**src/rtl/btn_pkg.sv**
```systemverilog
// Shared definitions for the push-button decoder.
// Holds the decoder state encoding, the default 100 MHz timing constants and
// the counter-width helper used to size the debounce and hold counters.
package btn_pkg;

    typedef enum logic [1:0] {
        IDLE         = 2'd0,
        PRESS_WAIT   = 2'd1,
        HELD         = 2'd2,
        RELEASE_WAIT = 2'd3
    } btn_state_e;

    // 10 ms debounce and 1 s long-press at 100 MHz.
    localparam int unsigned DEF_DEBOUNCE_CYCLES = 1000000;
    localparam int unsigned DEF_LONG_CYCLES     = 100000000;

    // Counter width for a count of n; never narrower than one bit.
    function automatic int unsigned cnt_width(input int unsigned n);
        return (n <= 2) ? 1 : $clog2(n);
    endfunction

endpackage

```
**src/rtl/sync_2ff.sv**
```systemverilog
// Two-flop synchroniser for a single asynchronous input, clearable by a
// synchronous active-high reset. Reusable for any button or switch input.
// Ports:
//   clk_i - destination clock
//   rst_i - synchronous active-high reset, clears both flops
//   d_i   - asynchronous input
//   q_o   - synchronised output (2 edges of latency)
module sync_2ff (
    input  logic clk_i,
    input  logic rst_i,
    input  logic d_i,
    output logic q_o
);

    logic meta_q;
    logic sync_q;

    always_ff @(posedge clk_i) begin
        if (rst_i) begin
            meta_q <= 1'b0;
            sync_q <= 1'b0;
        end else begin
            meta_q <= d_i;
            sync_q <= meta_q;
        end
    end

    assign q_o = sync_q;

endmodule

```
**src/rtl/button_press_decoder.sv**
```systemverilog
// Push-button decoder: synchronises and debounces a raw button and produces
// a clean level plus one-cycle press, release and long-press pulses.
// Ports:
//   Clk          - system clock (posedge)
//   Reset        - synchronous active-high reset
//   BTN          - raw button, asynchronous, active-high
//   Pressed      - debounced button level
//   PressPulse   - one cycle on an accepted press
//   ReleasePulse - one cycle on an accepted release
//   LongPulse    - one cycle when a press has been held LONG_CYCLES edges
module button_press_decoder
    import btn_pkg::*;
#(
    parameter int unsigned DEBOUNCE_CYCLES = DEF_DEBOUNCE_CYCLES,
    parameter int unsigned LONG_CYCLES     = DEF_LONG_CYCLES
) (
    input  logic Clk,
    input  logic Reset,
    input  logic BTN,
    output logic Pressed,
    output logic PressPulse,
    output logic ReleasePulse,
    output logic LongPulse
);

    localparam int unsigned DW = cnt_width(DEBOUNCE_CYCLES);
    localparam int unsigned HW = cnt_width(LONG_CYCLES);

    // Counters stop one short of the parameter: the edge that sees the last
    // value is itself the Nth qualifying edge, so N never has to be stored.
    localparam logic [DW-1:0] DEB_LAST  = DW'(DEBOUNCE_CYCLES - 1);
    localparam logic [HW-1:0] HOLD_LAST = HW'(LONG_CYCLES - 1);

    logic          btn_s;
    btn_state_e    state_q;
    logic [DW-1:0] deb_cnt_q;
    logic [HW-1:0] hold_cnt_q;
    logic          long_done_q;
    logic          pressed_q;
    logic          press_pulse_q;
    logic          release_pulse_q;
    logic          long_pulse_q;

    sync_2ff u_sync (
        .clk_i (Clk),
        .rst_i (Reset),
        .d_i   (BTN),
        .q_o   (btn_s)
    );

    always_ff @(posedge Clk) begin
        if (Reset) begin
            state_q         <= IDLE;
            deb_cnt_q       <= '0;
            hold_cnt_q      <= '0;
            long_done_q     <= 1'b0;
            pressed_q       <= 1'b0;
            press_pulse_q   <= 1'b0;
            release_pulse_q <= 1'b0;
            long_pulse_q    <= 1'b0;
        end else begin
            press_pulse_q   <= 1'b0;
            release_pulse_q <= 1'b0;
            long_pulse_q    <= 1'b0;
            case (state_q)
                IDLE: begin
                    if (btn_s) begin
                        state_q   <= PRESS_WAIT;
                        deb_cnt_q <= DW'(1);
                    end
                end
                PRESS_WAIT: begin
                    if (!btn_s) begin
                        state_q   <= IDLE;
                        deb_cnt_q <= '0;
                    end else if (deb_cnt_q == DEB_LAST) begin
                        state_q       <= HELD;
                        pressed_q     <= 1'b1;
                        press_pulse_q <= 1'b1;
                        hold_cnt_q    <= '0;
                        deb_cnt_q     <= '0;
                    end else begin
                        deb_cnt_q <= deb_cnt_q + 1'b1;
                    end
                end
                HELD: begin
                    if (!btn_s) begin
                        state_q   <= RELEASE_WAIT;
                        deb_cnt_q <= DW'(1);
                    end else if (!long_done_q) begin
                        // Hold counter freezes at its last value once fired.
                        if (hold_cnt_q == HOLD_LAST) begin
                            long_pulse_q <= 1'b1;
                            long_done_q  <= 1'b1;
                        end else begin
                            hold_cnt_q <= hold_cnt_q + 1'b1;
                        end
                    end
                end
                RELEASE_WAIT: begin
                    // Hold counter is left untouched so a rejected release
                    // resumes the long-press timing where it paused.
                    if (btn_s) begin
                        state_q   <= HELD;
                        deb_cnt_q <= '0;
                    end else if (deb_cnt_q == DEB_LAST) begin
                        state_q         <= IDLE;
                        pressed_q       <= 1'b0;
                        release_pulse_q <= 1'b1;
                        hold_cnt_q      <= '0;
                        long_done_q     <= 1'b0;
                        deb_cnt_q       <= '0;
                    end else begin
                        deb_cnt_q <= deb_cnt_q + 1'b1;
                    end
                end
                default: state_q <= IDLE;
            endcase
        end
    end

    assign Pressed      = pressed_q;
    assign PressPulse   = press_pulse_q;
    assign ReleasePulse = release_pulse_q;
    assign LongPulse    = long_pulse_q;

endmodule

```
**config.mk**
```make
export PLATFORM = sky130hd
export DESIGN_NAME = button_press_decoder
export DESIGN_NICKNAME = d
export VERILOG_FILES = /design/src/rtl/btn_pkg.sv /design/src/rtl/sync_2ff.sv /design/src/rtl/button_press_decoder.sv
export SDC_FILE = /design/constraint.sdc
export NUM_CORES = 1
export LEC_CHECK = 0
export BUFFER_PORTS_ARGS = -buffer_cell sky130_fd_sc_hd__buf_2
export CAP_MARGIN = 15
export CORE_UTILIZATION = 52
export DETAILED_ROUTE_END_ITERATION = 16
export PLACE_DENSITY = 0.64
export SYNTH_ARGS = -nofsm -noshare
export SYNTH_HDL_FRONTEND = slang
export SYNTH_HIERARCHICAL = 1
export SYNTH_SLANG_ARGS = --single-unit
```
**constraint.sdc**
```tcl
create_clock -name Clk -period 4.65 [get_ports Clk]
set_clock_uncertainty 0.15 [all_clocks]
set_input_delay 0.465 -clock Clk [delete_from_list [all_inputs] [get_ports Clk]]
set_output_delay 0.465 -clock Clk [all_outputs]
set_load 0.02 [all_outputs]
```
==> Word-level counts from Yosys, hierarchy flattened <==
Index checks and enable logic that the tools add are counted.
{ "totals": {"regBits": 56, "elab_cells": 74} }
{ "classes": {"addsub": 2, "eq_ne": 16, "n_mux": 30, "n_bitwise": 4, "reduce_logical": 12} }
{ "op_table": {"columns": ["op", "n"], "rows": [
  ["27-bit 2-to-1 mux", 6],
  ["20-bit 2-to-1 mux", 5],
  ["27-bit one-hot mux with 3 select lines", 1],
  ["20-bit one-hot mux with 4 select lines", 1],
  ["27-bit by 1-bit adder with 27-bit output (second input constant)", 1],
  ["27-bit equality test (second input constant)", 1],
  ["20-bit by 1-bit adder with 20-bit output (second input constant)", 1],
  ["20-bit equality test (second input constant)", 1],
  ["2-bit 2-to-1 mux", 6],
  ["2-bit != test (second input constant)", 6],
  ["1-bit 2-to-1 mux", 8],
  ["2-bit one-hot mux with 4 select lines", 1],
  ["4-bit AND reduction", 2],
  ["2-bit by 1-bit != test with 1-bit output (second input constant)", 3],
  ["6-bit AND reduction", 1],
  ["3-bit OR reduction", 2],
  ["5-bit AND reduction", 1],
  ["2-bit equality test (second input constant)", 2],
  ["1-bit inverter", 4],
  ["1-bit one-hot mux with 2 select lines", 2],
  ["2-bit nonzero test", 2],
  ["4-bit OR reduction", 1],
  ["3-bit by 2-bit != test with 1-bit output (second input constant)", 1],
  ["3-bit != test (second input constant)", 1],
  ["other kinds (4)", 4]
]} }

==> Depth between registers and ports, before layout <==
{ "logic_depth": {"depth_word": 5, "mapped_depth": 9} }

==> Modules after synthesis <==
Netlist, hierarchy kept.
{ "by_module_without_submodules": {"columns": ["mod", "n_inst", "cells_each", "area_each_um2", "seq_area_each_um2"], "rows": [
  ["button_press_decoder", 1, 344, 2813.9, 1081.0],
  ["sync_2ff", 1, 4, 52.6, 40.0]
]} }

==> Worst setup path before layout <==
Ideal clock, no wire load.
{ "synth_path": {"kind": "register to register", "startpoint": "reg deb_cnt_q[0]", "endpoint": "reg hold_cnt_q[16]", "arrival_ps": 2229, "slack_ps": 2201, "stages_incl_launch_ff": 9, "n_path_buf": 1, "cell_sequence": "dfxtp_1 > ha_1 > nand3_2 > or4_4 > buf_6 > nor3_4 > nor2_2 > or4_1 > a21oi_1"} }
{ "synth_via": {"elab_chain_len": 4, "elab_cells_between_ends": 5, "cone_classes": "eq/ne: 1; mux: 4"} }
{ "synth_lines": {"columns": ["item", "line", "source"], "rows": [
  ["from (decl)", "button_press_decoder.sv:36", "logic [DW-1:0] deb_cnt_q;"],
  ["from (signal assigned)", "button_press_decoder.sv:83", "deb_cnt_q <= deb_cnt_q + 1'b1;"],
  ["from (signal assigned)", "button_press_decoder.sv:114", "deb_cnt_q <= deb_cnt_q + 1'b1;"],
  ["20-bit equality test *", "button_press_decoder.sv:76, button_press_decoder.sv:106", null],
  ["27-bit 2-to-1 mux *", null, null],
  ["27-bit 2-to-1 mux (on tied branches)", null, null],
  ["27-bit one-hot mux with 3 select lines *", null, null],
  ["to (signal assigned)", "button_press_decoder.sv:96", "hold_cnt_q <= hold_cnt_q + 1'b1;"],
  ["to (decl)", "button_press_decoder.sv:37", "logic [HW-1:0] hold_cnt_q;"]
]} }
Every way passes the cells marked *; elsewhere a longest branch is shown, timed or not. The select of a mux whose other input is x is not followed.
A chain may end at the register's enable or synchronous reset.

==> Worst setup path in the final report <==
{ "layout_path": {"startpoint": "reg deb_cnt_q[0]", "endpoint": "reg deb_cnt_q[14]"} }
{ "layout_via": {"elab_chain_len": 4, "elab_cells_between_ends": 6, "cone_classes": "add/sub: 1; eq/ne: 1; mux: 4"} }
{ "layout_lines": {"columns": ["item", "line", "source"], "rows": [
  ["20-bit by 1-bit adder with 20-bit output or 20-bit equality test (tied branches)", null, null],
  ["20-bit 2-to-1 mux *", "button_press_decoder.sv:76, button_press_decoder.sv:106", null],
  ["20-bit 2-to-1 mux (on tied branches)", "button_press_decoder.sv:103, button_press_decoder.sv:73", null],
  ["20-bit one-hot mux with 4 select lines *", "button_press_decoder.sv:65", "case (state_q)"]
]} }
Every way passes the cells marked *; elsewhere a longest branch is shown, timed or not.

==> results_dict.tcl <==
set metrics [dict create \
    async_flop_share_pct 0 \
    multi_input_area_mm2 0.00165 \
    die_h_um 76.2 \
    slowest_delay_ps 830 \
    fp.dieArea_mm2 0.00581 \
    slew_viol_final 0 \
    synth_flop_cell "dfxtp_1" \
    gp_congestion 0.824 \
    power.density_mw_per_mm2 262 \
    synthCells 348 \
    max_cap_violations 0 \
    crit_arrival_ps 2890 \
    layout_common_cells "dfxtp_1, nand2_1, a21oi_1" \
    routed_wl_um 6420 \
    core_area_mm2 0.00520 \
    ir_worst_vdd_mv 0.178 \
    post_synth.cell_area_avg_um2 8.24 \
    cp_cell_sequence "ha_1 -> nand3_2 -> or4_4 -> o21bai_1 -> o21ai_0 -> nand3b_1 -> o41ai_1" \
    nets 349 \
    clk_pin_slew_ps 90 \
    synth_area_leaders "dfxtp_1, a21oi_1, nand2_1, o21ai_0, nand3_1" \
    rows 26 \
    postCtsHoldBufs 0 \
    p_leak_nw 0.976 \
    status "completed" \
    max_slew.worst_pin.slew_ps 1010 \
    dp_worst_setup_slack_ps 1840 \
    syn_area_mm2 0.00287 \
    setup-tns-final_ps 0 \
    cp_max_fo 13 \
    cts_max_path_buffers 2 \
    syn_to_final_growth_pct 4.71 \
    slew_headroom_pct 32.8 \
    cts_resized 0 \
    vias 2588 \
    critPathCaptureType "register" \
    grt_overflow_total 0 \
    first_pass_iters 4 \
    final_hold_viol_count 0 \
    ys_ff_latch 56 \
    crit_slowest_cell "o21bai_1" \
    min_period_over_period_pct 61.6 \
    drt_iter0_markers 132 \
    track_usage_pct 23.7 \
    htree_levels 2 \
    clock.fmax_mhz 349 \
    initial_core_util_pct 55.1 \
    portBuffers 6 \
    n_antenna_cell 0 \
    grt_pass1_wl_um 11200 \
    yosysTopAreaCellShare_pct 39.1 \
    fin_crit_ps 2870 \
    seq_area_mm2 0.00112 \
    synth-edff-count 0 \
    syn_nets 353 \
    wl_per_cell_um 15.5 \
    drive_gt1_share_pct 9.28 \
    cts_tree "built" \
    ys_seq_area_share_pct 39.1 \
    worstHoldPathType "primary input to register" \
    finalSetupViolCount 0 \
    setup_slack_ps 1780 \
    cp.required_ps 4670 \
    insertion_delay_ps 300 \
    dp_hpwl_um 4460 \
    start_kind "register" \
    ys_warn_count 6 \
    synth_cell_types 56 \
    nFillCells 498 \
    rsz0062_at_grt "false" \
    path_class "register to register" \
    drtAntennaViolNets 0 \
    cts_buffers 5 \
    cts.sinks 56 \
    synth_top_area_cell "dfxtp_1" \
    antenna_found_initial 0 \
    cts_setup_buffers 0 \
    fp.dieW_um 76.2 \
    root_buffer "clkbuf_8" \
    viasPerCell 6.24 \
    drc 0 \
    grt_max_degree 33 \
    grt_pass1_vias 2293 \
    io_pins 7 \
    final_common_cell "dfxtp_1" \
]
==> cells by family (layout without fill, tap and decap cells) <==
| logic type | count (synthesis) | count (layout) | share of synthesized area (%) |
|---|---|---|---|
| adder cells (fa/ha/maj) | 2 | 2 | 0.873 |
| flip-flops | 56 | 56 | 39.1 |
| AND/OR/NAND/NOR | 163 | 163 | 33.0 |
| multiplexers | 1 | 1 | 0.349 |
| buffers and inverters | 22 | 19 | 3.19 |
| XOR/XNOR | 8 | 8 | 2.44 |
| AO/OA/AOI/OAI | 96 | 96 | 21.1 |
==> per-layer routing <==
metal | vias up | wire (µm) | GRT usage, %
li1 | 1307 | - | -
met1 | 1210 | 3370 | 36.8
met2 | 67 | 2650 | 33.6
met3 | 4 | 347 | 4.07
met4 | 0 | 50 | 5.19
met5 | - | 0 | 0
==> path summary, 6_finish.rpt <==
path | startpoint | endpoint | slack, ps | depth (start not counted)
setup / recovery | deb_cnt_q[0] | deb_cnt_q[14] | 1780 | 7
hold / removal | BTN | u_sync/meta_q | 220 | 2
setup reg to reg | deb_cnt_q[0] | deb_cnt_q[14] | 1780 | 7
hold reg to reg | u_sync/meta_q | u_sync/q_o | 310 | 1
==> sequential cells by signal, indices dropped and copies added (netlist names), named ones only <==
name / count
u_sync/meta_q: 1
Pressed: 1
ReleasePulse: 1
deb_cnt_q: 20
u_sync/q_o: 1
long_done_q: 1
LongPulse: 1
hold_cnt_q: 27
PressPulse: 1
state_q: 1
==> synth_stat cells (all sizes together) (2+ instances only) <==
master	count
dfxtp	56
nand2	36
a21oi	34
o21ai	24
nor2	23
nand3	19
clkbuf	15
nor3	13
or4	12
or3	10
and4	8
a311oi	7
and3	7
nand4	7
o211ai	6
xor2	6
inv	5
nor4	5
or2	5
a31oi	4
nand4b	4
o211a	4
o31ai	4
a41oi	3
and2	3
nor2b	3
a21o	2
buf	2
ha	2
nand2b	2
nor4bb	2
xnor2	2
==> area by class of cell <==
class | count | share of cell area, %
tap | 70 | 2.92
timing repair buffer | 6 | 1.00
inverter | 5 | 0.625
sequential | 56 | 37.3
multi-input combinational | 270 | 55.1
clock buffer | 8 | 3.00
==> metrics by stage <==
stage | total power, mW | utilization (%) | area [µm²] | std cells | hold WS [ps]
after CTS | 0.794 | 57.7 | 3000 | 415 | 219
after detailed placement | 0.526 | 55.9 | 2910 | 407 | 278
after global placement | 0.526 | 55.9 | 2910 | 407 | 292
after floorplan | 0.518 | - | 2870 | 348 | 264
final | 0.785 | 57.7 | 3000 | 415 | 223
after global routing | 0.824 | 57.7 | 3000 | 415 | 230
==> critical path: cells and delay by family (launching register included) <==
family,cells,cell delay (ps)
compound gates,3,1120
simple gates,3,860
flops,1,380
fa+ha+maj,1,230
==> power breakdown <==
part / switching, mW / internal (mW)
Clock: 0.149 / 0.122
Combinational: 0.0203 / 0.00750
Sequential: 0.00431 / 0.483
Note: power is estimated with default switching activity, not from simulation.
